[src/rtl/uart_wb_bridge.sv]
// uart_wb_bridge: host-facing debug master. Decodes framed 8N1 UART commands
// into single-beat 32-bit Wishbone read/write cycles and answers over UART TX.
module uart_wb_bridge #(
    parameter int CLKS_PER_BIT = 434,
    parameter int WB_TIMEOUT   = 255,
    parameter int BYTE_TIMEOUT = 65535
) (
    input  logic        clk_i,
    input  logic        rst_i,
    input  logic        uart_rx_i,
    output logic        uart_tx_o,
    output logic [31:0] wb_addr_o,
    output logic [31:0] wb_data_o,
    input  logic [31:0] wb_data_i,
    output logic [3:0]  wb_sel_o,
    output logic        wb_we_o,
    output logic        wb_cyc_o,
    output logic        wb_stb_o,
    input  logic        wb_ack_i,
    output logic        busy_o
);
    localparam int BIT_W = $clog2(CLKS_PER_BIT);
    localparam logic [BIT_W-1:0] BIT_END  = BIT_W'(CLKS_PER_BIT - 1);
    localparam logic [BIT_W-1:0] HALF_END = BIT_W'(CLKS_PER_BIT / 2 - 1);
    localparam int WBC_W = $clog2(WB_TIMEOUT);
    localparam logic [WBC_W-1:0] WB_END = WBC_W'(WB_TIMEOUT - 1);
    localparam int GAP_W = $clog2(BYTE_TIMEOUT + 1);
    localparam logic [GAP_W-1:0] GAP_END = GAP_W'(BYTE_TIMEOUT);

    localparam logic [7:0] CMD_WRITE = 8'h57;
    localparam logic [7:0] CMD_READ  = 8'h52;
    localparam logic [7:0] RSP_OK    = 8'h4B;
    localparam logic [7:0] RSP_ERR   = 8'h45;
    localparam logic [7:0] RSP_BAD   = 8'h3F;

    typedef enum logic [2:0] {
        ST_IDLE   = 3'd0,
        ST_ADDR   = 3'd1,
        ST_DATA   = 3'd2,
        ST_WB_REQ = 3'd3,
        ST_RESP   = 3'd4
    } state_t;

    // Multi-byte fields arrive MSB first, so each new byte enters at the bottom.
    function automatic logic [31:0] shift_in(input logic [31:0] acc, input logic [7:0] b);
        return {acc[23:0], b};
    endfunction

    state_t state_r, state_next;

    logic [1:0]       rx_sync_r;
    logic             rx_prev_r, rx_busy_r, rx_valid_r;
    logic [BIT_W-1:0] rx_cnt_r;
    logic [3:0]       rx_bit_r;
    logic [7:0]       rx_shift_r, rx_byte_r;

    logic             tx_line_r, tx_busy_r, tx_start_s, tx_ready_s;
    logic [BIT_W-1:0] tx_cnt_r;
    logic [3:0]       tx_bit_r;
    logic [8:0]       tx_shift_r;

    logic [31:0]      addr_sh_r, data_sh_r, wb_addr_r, wb_data_r, resp_data_r;
    logic [3:0]       wb_sel_r;
    logic             wb_we_r, wb_cyc_r, cmd_we_r, busy_r;
    logic [1:0]       byte_cnt_r;
    logic [2:0]       resp_cnt_r;
    logic [GAP_W-1:0] gap_cnt_r;
    logic [WBC_W-1:0] wb_cnt_r;

    assign uart_tx_o = tx_line_r;
    assign wb_addr_o = wb_addr_r;
    assign wb_data_o = wb_data_r;
    assign wb_sel_o  = wb_sel_r;
    assign wb_we_o   = wb_we_r;
    assign wb_cyc_o  = wb_cyc_r;
    assign wb_stb_o  = wb_cyc_r;
    assign busy_o    = busy_r;

    // TX may take a new byte when idle or in the final cycle of a stop bit (back-to-back).
    assign tx_ready_s = !tx_busy_r || (tx_bit_r == 4'd9 && tx_cnt_r == BIT_END);

    // RX: synchronise the line, qualify the start bit at mid-bit, sample data at bit centres.
    always_ff @(posedge clk_i) begin
        if (rst_i) begin
            rx_sync_r  <= 2'b11;
            rx_prev_r  <= 1'b1;
            rx_busy_r  <= 1'b0;
            rx_cnt_r   <= '0;
            rx_bit_r   <= 4'd0;
            rx_shift_r <= 8'h00;
            rx_valid_r <= 1'b0;
            rx_byte_r  <= 8'h00;
        end else begin
            rx_sync_r  <= {rx_sync_r[0], uart_rx_i};
            rx_prev_r  <= rx_sync_r[1];
            rx_valid_r <= 1'b0;
            if (!rx_busy_r) begin
                if (rx_prev_r && !rx_sync_r[1]) begin
                    rx_busy_r <= 1'b1;
                    rx_cnt_r  <= '0;
                    rx_bit_r  <= 4'd0;
                end
            end else if (rx_bit_r == 4'd0) begin
                if (rx_cnt_r == HALF_END) begin
                    if (rx_sync_r[1]) begin
                        rx_busy_r <= 1'b0;          // glitch, not a real start bit
                    end else begin
                        rx_bit_r <= 4'd1;
                        rx_cnt_r <= '0;
                    end
                end else begin
                    rx_cnt_r <= rx_cnt_r + BIT_W'(1);
                end
            end else if (rx_cnt_r == BIT_END) begin
                rx_cnt_r <= '0;
                if (rx_bit_r == 4'd9) begin
                    rx_busy_r <= 1'b0;
                    if (rx_sync_r[1]) begin         // low stop bit: framing error, byte dropped
                        rx_valid_r <= 1'b1;
                        rx_byte_r  <= rx_shift_r;
                    end
                end else begin
                    rx_shift_r <= {rx_sync_r[1], rx_shift_r[7:1]};
                    rx_bit_r   <= rx_bit_r + 4'd1;
                end
            end else begin
                rx_cnt_r <= rx_cnt_r + BIT_W'(1);
            end
        end
    end

    // TX: shift out start, 8 data bits LSB first, stop; reset forces the line high at once.
    always_ff @(posedge clk_i) begin
        if (rst_i) begin
            tx_line_r  <= 1'b1;
            tx_busy_r  <= 1'b0;
            tx_cnt_r   <= '0;
            tx_bit_r   <= 4'd0;
            tx_shift_r <= 9'h1FF;
        end else if (tx_start_s) begin
            tx_line_r  <= 1'b0;
            tx_shift_r <= {1'b1, resp_data_r[31:24]};
            tx_busy_r  <= 1'b1;
            tx_cnt_r   <= '0;
            tx_bit_r   <= 4'd0;
        end else if (tx_busy_r) begin
            if (tx_cnt_r == BIT_END) begin
                tx_cnt_r <= '0;
                if (tx_bit_r == 4'd9) begin
                    tx_busy_r <= 1'b0;
                    tx_line_r <= 1'b1;
                end else begin
                    tx_line_r  <= tx_shift_r[0];
                    tx_shift_r <= {1'b1, tx_shift_r[8:1]};
                    tx_bit_r   <= tx_bit_r + 4'd1;
                end
            end else begin
                tx_cnt_r <= tx_cnt_r + BIT_W'(1);
            end
        end
    end

    // Parser FSM next-state and TX launch decode.
    always_comb begin
        state_next = state_r;
        tx_start_s = 1'b0;
        case (state_r)
            ST_IDLE: begin
                if (rx_valid_r) begin
                    if (rx_byte_r == CMD_WRITE || rx_byte_r == CMD_READ) state_next = ST_ADDR;
                    else state_next = ST_RESP;
                end else begin
                    state_next = ST_IDLE;
                end
            end
            ST_ADDR: begin
                if (rx_valid_r) begin
                    if (byte_cnt_r == 2'd3) state_next = cmd_we_r ? ST_DATA : ST_WB_REQ;
                    else state_next = ST_ADDR;
                end else if (gap_cnt_r == GAP_END) begin
                    state_next = ST_IDLE;
                end else begin
                    state_next = ST_ADDR;
                end
            end
            ST_DATA: begin
                if (rx_valid_r) begin
                    if (byte_cnt_r == 2'd3) state_next = ST_WB_REQ;
                    else state_next = ST_DATA;
                end else if (gap_cnt_r == GAP_END) begin
                    state_next = ST_IDLE;
                end else begin
                    state_next = ST_DATA;
                end
            end
            ST_WB_REQ: begin
                if (wb_ack_i || wb_cnt_r == WB_END) state_next = ST_RESP;
                else state_next = ST_WB_REQ;
            end
            ST_RESP: begin
                if (tx_ready_s) begin
                    if (resp_cnt_r != 3'd0) tx_start_s = 1'b1;
                    else state_next = ST_IDLE;
                end else begin
                    state_next = ST_RESP;
                end
            end
            default: state_next = ST_IDLE;
        endcase
    end

    // Parser datapath: collect fields, run the bus cycle, queue reply bytes.
    always_ff @(posedge clk_i) begin
        if (rst_i) begin
            state_r     <= ST_IDLE;
            busy_r      <= 1'b0;
            wb_cyc_r    <= 1'b0;
            wb_we_r     <= 1'b0;
            wb_sel_r    <= 4'h0;
            wb_addr_r   <= 32'h0;
            wb_data_r   <= 32'h0;
            addr_sh_r   <= 32'h0;
            data_sh_r   <= 32'h0;
            cmd_we_r    <= 1'b0;
            byte_cnt_r  <= 2'd0;
            gap_cnt_r   <= '0;
            wb_cnt_r    <= '0;
            resp_data_r <= 32'h0;
            resp_cnt_r  <= 3'd0;
        end else begin
            state_r <= state_next;
            busy_r  <= (state_next != ST_IDLE);
            if ((state_r == ST_ADDR || state_r == ST_DATA) && !rx_valid_r) gap_cnt_r <= gap_cnt_r + GAP_W'(1);
            else gap_cnt_r <= '0;
            case (state_r)
                ST_IDLE: begin
                    if (rx_valid_r) begin
                        byte_cnt_r <= 2'd0;
                        cmd_we_r   <= (rx_byte_r == CMD_WRITE);
                        if (rx_byte_r != CMD_WRITE && rx_byte_r != CMD_READ) begin
                            resp_data_r <= {RSP_BAD, 24'h0};
                            resp_cnt_r  <= 3'd1;
                        end
                    end
                end
                ST_ADDR: begin
                    if (rx_valid_r) begin
                        addr_sh_r  <= shift_in(addr_sh_r, rx_byte_r);
                        byte_cnt_r <= byte_cnt_r + 2'd1;
                        if (byte_cnt_r == 2'd3 && !cmd_we_r) begin
                            wb_addr_r <= shift_in(addr_sh_r, rx_byte_r);
                            wb_cyc_r  <= 1'b1;
                            wb_sel_r  <= 4'hF;
                            wb_we_r   <= 1'b0;
                            wb_cnt_r  <= '0;
                        end
                    end
                end
                ST_DATA: begin
                    if (rx_valid_r) begin
                        data_sh_r  <= shift_in(data_sh_r, rx_byte_r);
                        byte_cnt_r <= byte_cnt_r + 2'd1;
                        if (byte_cnt_r == 2'd3) begin
                            wb_addr_r <= addr_sh_r;
                            wb_data_r <= shift_in(data_sh_r, rx_byte_r);
                            wb_cyc_r  <= 1'b1;
                            wb_sel_r  <= 4'hF;
                            wb_we_r   <= 1'b1;
                            wb_cnt_r  <= '0;
                        end
                    end
                end
                ST_WB_REQ: begin
                    wb_cnt_r <= wb_cnt_r + WBC_W'(1);
                    if (wb_ack_i) begin
                        wb_cyc_r <= 1'b0;
                        wb_sel_r <= 4'h0;
                        wb_we_r  <= 1'b0;
                        if (wb_we_r) begin
                            resp_data_r <= {RSP_OK, 24'h0};
                            resp_cnt_r  <= 3'd1;
                        end else begin
                            resp_data_r <= wb_data_i;
                            resp_cnt_r  <= 3'd4;
                        end
                    end else if (wb_cnt_r == WB_END) begin
                        wb_cyc_r    <= 1'b0;
                        wb_sel_r    <= 4'h0;
                        wb_we_r     <= 1'b0;
                        resp_data_r <= {RSP_ERR, 24'h0};
                        resp_cnt_r  <= 3'd1;
                    end
                end
                ST_RESP: begin
                    if (tx_start_s) begin
                        resp_data_r <= {resp_data_r[23:0], 8'h00};
                        resp_cnt_r  <= resp_cnt_r - 3'd1;
                    end
                end
                default: begin
                    wb_cyc_r <= 1'b0;
                end
            endcase
        end
    end
endmodule

[config.mk]
export PLATFORM = sky130hd
export DESIGN_NAME = uart_wb_bridge
export DESIGN_NICKNAME = d
export VERILOG_FILES = /design/src/rtl/uart_wb_bridge.sv
export SDC_FILE = /design/constraint.sdc
export NUM_CORES = 1
export LEC_CHECK = 0
export ABC_AREA = 1
export BUFFER_PORTS_ARGS = -buffer_cell sky130_fd_sc_hd__buf_2
export CORE_MARGIN = 2
export CORE_UTILIZATION = 49
export DETAILED_ROUTE_END_ITERATION = 8
export HOLD_SLACK_MARGIN = 0.12
export PLACE_DENSITY = 0.73
export SKIP_LAST_GASP = 1
export SLEW_MARGIN = 0
export SYNTH_ARGS = -nofsm -noshare
export SYNTH_HDL_FRONTEND = slang
export SYNTH_SLANG_ARGS = --single-unit
[constraint.sdc]
create_clock -name clk_i -period 2.15 [get_ports clk_i]
set_input_delay 0.3225 -clock clk_i [delete_from_list [all_inputs] [get_ports clk_i]]
set_output_delay 0.3225 -clock clk_i [all_outputs]
set_load 0.05 [all_outputs]
* Yosys cells after proc, flatten, opt, wreduce, memory -nomap -nowiden *
Cells that the tools add are included.

word-level totals
  bits in registers = 249
  bits in latches = 0
  memory bits (writable) = 0
  bits in read-only memories = 0
  bits of input ports = 36
  output and inout bits = 73
  logic and storage cells = 214
  memories kept = 0

cells by class
  $add $sub $neg = 8
  $mul = 0
  div/mod/pow operators = 0
  order comparisons = 0
  eq/ne operators = 31
  shifts and indexed selects = 0
  multiplexer cells = 94
  bitwise operators = 7
  reduce and logical (&&, ||, !) cells = 46

operators with widths
  kind                                                              number
  32-bit two-way mux                                                10
  32-bit case mux with 3 select lines                               1
  8-bit two-way mux                                                 8
  32-bit case mux with 2 select lines                               1
  9-bit two-way mux                                                 7
  4-bit two-way mux                                                 13
  3-bit two-way mux                                                 13
  1-bit two-way mux                                                 30
  5-bit AND reduction                                               5
  8-bit case mux with 3 select lines                                1
  9-bit by 1-bit adder with 9-bit output (second input constant)    2
  9-bit == test (second input constant)                             2
  16-bit by 1-bit adder with 16-bit output (second input constant)  1
  16-bit == test (second input constant)                            1
  8-bit by 7-bit == test with 1-bit output (second input constant)  2
  8-bit by 7-bit != test with 1-bit output (second input constant)  2
  3-bit case mux with 5 select lines                                1
  2-bit != test (second input constant)                             6
  4-bit case mux with 3 select lines                                1
  3-bit AND reduction                                               4
  6-bit AND reduction                                               2
  3-bit nonzero test                                                4
  2-bit AND reduction                                               5
  2-bit nonzero test                                                5
  30 further kinds                                                  59

* Longest topological paths before layout *
  depth in word-level cells = 7
  depth in mapped cells = 13
  depth with buffers taken out = 12

* Worst setup path after synthesis *
Ideal clock, no wire load.

  path kind = register to register
  start = register tx_bit_r[0]
  end = register resp_data_r[10]
  setup time = 0.115 ns
  data arrival time = 1.526 ns
  data required time = 2.035 ns
  setup slack = 0.509 ns
  cell stages (with the launch flop) = 12
  path through = dfxtp_1 -> ha_1 -> nand2_1 -> nor2_1 -> nand3_1 -> nand2_1 -> nand2_1 -> nand2_1 -> clkbuf_1 -> nand3_1 -> nand2_1 -> nor2_1

on the way
  cells in the longest elaborated chain, start to end = 7

RTL lines
  item                           RTL line  source
  start, declared                59        logic [3:0] tx_bit_r;
  start signal, assigned         155       tx_bit_r <= tx_bit_r + 4'd1;
  4-bit == test                  80        assign tx_ready_s = !tx_busy_r || (tx_bit_r == 4'd9 && tx_cnt_r == BIT_END);
  1-bit logical AND              80
  1-bit logical OR               80
  1-bit two-way mux              201       if (tx_ready_s) begin
  1-bit two-way mux              167       case (state_r)
  2-bit != test (no line)        n/a
  5-bit AND reduction (no line)  n/a
  end signal, assigned           241       resp_data_r <= {RSP_BAD, 24'h0};
  end signal, assigned           280       resp_data_r <= {RSP_OK, 24'h0};
  end signal, assigned           283       resp_data_r <= wb_data_i;
  end, declared                  62        logic [31:0] addr_sh_r, data_sh_r, wb_addr_r, wb_data_r, resp_data_r;

Every way passes these cells.
A chain may end at the register's enable or synchronous reset.

* Worst setup path in the final report *
  start = register rx_bit_r[0]
  end = register rx_shift_r[7]

on the way
  cells in the longest elaborated chain, start to end = 3
  elaborated cells between the ends (all ways) = 5
  classes of those cells = 1 x eq/ne; 2 x bitwise; 2 x reduce/logical

RTL lines
  item                                              RTL line  source
  start, declared                                   54        logic [3:0] rx_bit_r;
  start signal, assigned                            124       rx_bit_r <= rx_bit_r + 4'd1;
  4-bit == test or 4-bit zero test (tied branches)  116, 103
  1-bit NOT (no line)                               n/a
  4-bit AND reduction (no line) (*)                 n/a
  end signal, assigned                              123       rx_shift_r <= {rx_sync_r[1], rx_shift_r[7:1]};
  end, declared                                     55        logic [7:0] rx_shift_r, rx_byte_r;

Mark *: on every way between the ends. The rest lies on a longest branch, timed or not.

==> impl_results.md <==
* Yosys warning count at 0
* Number of stages on the worst setup path at 7
* PwrDens at 764 mW/mm^2
* Placed Instances at 1,831
* Worst-path fanout max at 9
* Run status: finished clean
* Crit path max-delay family: simple AND/OR/NAND/NOR gates
* Synth Net Count at 1,547
* Drt total wl at 25,000 microns
* Critical path arrival at 2400 ps
* Pleak at 4.89 nW
* Final Skew at 7.57 ps
* Routed wire length per instance at 13.3 microns
* R2R cell count at 7
* Clk slew on worst S/H paths at 60 ps
* Primary FF master, synth: dfxtp_1
* Hold endpoint: resp_data_r[2]
* Vias at 9,839
* Largest family of logic cells by synthesized area: simple AND/OR/NAND/NOR gates
* Final Instance Count excl. Fillers at 1,879
* Max-cap violations at 0
* Ant. Diodes at 0
* Final core utilization at 58.4%
* Post-synthesis mux area share at 0%
* Period utilization at 90.3%
* Synth Instances at 1,495
* Hold path depth at 5
* CTS sink count at 246
* Remaining Overflow, GRT at 0
* Layout net count at 1,638
* Worst path bufs/invs at 1
* Highest-delay cell along the critical path: nor3_2
* Cell Area, Placed at 0.0115 sq mm
* Hold Fails Final Rpt at 0
* Post-route ant nets at 0
* Row count at 53
* GRT Util Overall at 21.5%
* Crit end category: flip-flop
* Initial DRC Count at 571
* Slew Viols, Final at 0
* Post-synth EDFFs at 0
* Crit path launch type: flip-flop
* Post-route DRC at 0
* Final Setup Violations at 0
* RSZ-0062 raised after global routing: false
* Post-Synth Adder-Cell Area at 1.88%
* Tmin final at 1940 ps
* CTS tree: done
* Avg Vias per Cell at 5.24
* Largest net degree at the start of global routing at 64
* Chip Width at 152 microns
* Max VDD drop at 0.499 mV
* Reg2Reg Launch Point: rx_bit_r[0]
* IO Count at 109
* Hold_ws at 133 ps
* Final instance area at 0.0124 sq mm
* Hold path start: wb_data_i[2]
* Mapped Area at 0.0107 sq mm
* Register area share after synthesis at 46.2%
* Initial antenna violation count at 0
* FF-to-FF setup slack at 210 ps
* Seq cells post-synth at 246
* Die area at 0.0230 sq mm
* Hold Path Class: input pin to flip-flop
* Post-synth cell types at 38
* FMAX at 515 MHz
* Critical Path Max Stage Delay at 520 ps
* Critical Path, Cell by Cell: inv_1, ha_1, nand3_1, nand2_1, nor3_2, o21ai_0, a21oi_1
* Clock Root Buffer: clkbuf_16
* RePlAce Congestion at 0.810
* CTS Buf Count at 26
* Layout cell share with drive strength beyond 1 at 13.8%
* Post-DP HPWL at 16,700 microns
* Port bufs at 108
* Post-CTS Setup Inserts at 0
* Clk buf depth at 3
* Number of global-route vias before repair at 8,983
* Area Overhead vs Synth at 16.3%
* CORE AREA at 0.0212 sq mm
* Mean Syn Cell Area at 7.13 sq um
* Setup CP Type: flip-flop to flip-flop
* Worst Tran Pin Value at 572 ps
* First-pass detailed-route iteration total at 6
* Clock Latency Late Sink at 530 ps
* Post-Synth Simple-Gate Area at 26.1%
* Initial Util at 50.3%
* WP data required at 2610 ps
* Depth of the CTS H-tree at 1
* First-pass GRT wire length at 41,300 microns
* Post-synthesis compound-gate area fraction at 17.1%
* RR Endpoint: rx_shift_r[7]
* Asr flop ratio synth at 0%
* Max-slew headroom at 61.8%
* Setup TNS at 0 ps
* Post-Synth XOR/XNOR Area at 1.07%
* Die height at 152 microns
-- Yosys cell counts (2+ instances only) --
cell type	n	share of area [%]
nand2_1	377	13
a31oi_1	2	0.12
ha_1	16	1.9
buf_1	3	0.11
nand4_1	8	0.47
nor3b_1	5	0.35
a211oi_1	2	0.14
nor2_1	133	4.7
or2_2	9	0.53
buf_4	6	0.42
o21bai_1	3	0.21
nor3_1	10	0.47
a22oi_1	17	1.2
inv_2	9	0.32
clkbuf_1	47	1.7
o21ai_0	112	5.3
inv_1	111	3.9
xor2_1	11	0.90
nand3b_1	2	0.14
a21oi_1	201	9.4
nand2_2	3	0.18
dfxtp_1	246	46
nand3_1	112	5.3
nor2_2	4	0.23
buf_2	25	1.2
nor4_1	2	0.12
a31o_2	2	0.16
o21ai_1	5	0.23
nor3_2	2	0.19
xnor2_1	2	0.16
-- kinds of logic (layout without fill, tap and decap cells) --
logic type,Yosys count,in the layout
AOI/OAI and AO/OA,347,347
xor gates and xnor gates,13,13
adders and majority gates,16,16
buffers and inverters,203,312
DFF,246,246
and+or+nand+nor,670,670
-- what timing repair did --
item                                    CTS  global route
hold buffers                              2             0
endpoints found under the setup margin    0             3
resized for setup                         0             1
endpoints found under the hold margin     2             0
-- metal layers --
metal	share of wire (%)	up-vias	global-route usage (%)
li1	-	5051	-
met1	46	4537	28.4
met2	47	200	36.2
met3	4.3	51	3.35
met4	2.8	0	6.57
met5	0	-	0
-- worst max-delay path by stage --
stage	slack [ps]	to	start
global route	1	tx_shift_r[3]	tx_bit_r[0]
CTS	260	rx_byte_r[7]	rx_cnt_r[0]
global placement	320	rx_byte_r[7]	rx_cnt_r[0]
floorplan	510	resp_data_r[10]	tx_bit_r[0]
finish	210	rx_shift_r[7]	rx_bit_r[0]
detailed placement	250	rx_byte_r[7]	rx_cnt_r[0]
-- worst register-to-register path, cell delays in order, from the launching register on --
cell and delay, ps:
dfxtp_1 430, inv_1 70, ha_1 210, nand3_1 190, nand2_1 160, nor3_2 520
o21ai_0 150, a21oi_1 150
-- layout make-up --
class                   count  area (sq um)
flip-flops and latches    246          4920
repair buffers            145           838
inverters                 121           454
fillers                  1952          8820
clock buffers              39           790
multi-input cells        1046          4930
well taps                 275           344
clock inverters             7           121
-- where the power goes --
group | total, W | leakage (nW) | internal (W) | switching, W
clock network | 0.00469 | 0.451 | 0.00288 | 0.00181
registers | 0.00457 | 1.98 | 0.00456 | 0.00000588
logic | 0.000208 | 2.46 | 0.0000675 | 0.000141
-- placed cells by master, fill, tap and decap left out, drive strengths merged, types with 17 or more instances in the layout --
cell      n
nand3   113
buf     143
a21oi   203
o21ai   117
nand2   380
nor2    137
clkbuf   39
a22oi    17
dfxtp   246
inv     120
-- metrics by stage --
step / total power (W) / worst slack, ps
4_1_cts: 0.00956 / 260
6_report: 0.00947 / 209
3_3_place_gp: 0.00487 / 319
5_1_grt: 0.00979 / 0.971
3_5_place_dp: 0.00488 / 255
2_1_floorplan: 0.00480 / 509
-- registers in the layout (all words and copies together), names as in the netlist, 3 cells and up --
name         flops
tx_shift_r       8
wb_data_o       32
rx_cnt_r         9
tx_cnt_r         9
resp_cnt_r       3
rx_byte_r        8
rx_shift_r       8
tx_bit_r         4
addr_sh_r       32
rx_bit_r         4
data_sh_r       24
wb_cnt_r         8
state_r          3
gap_cnt_r       16
wb_addr_o       32
resp_data_r     32
Note: power is estimated with default switching activity, not from simulation.
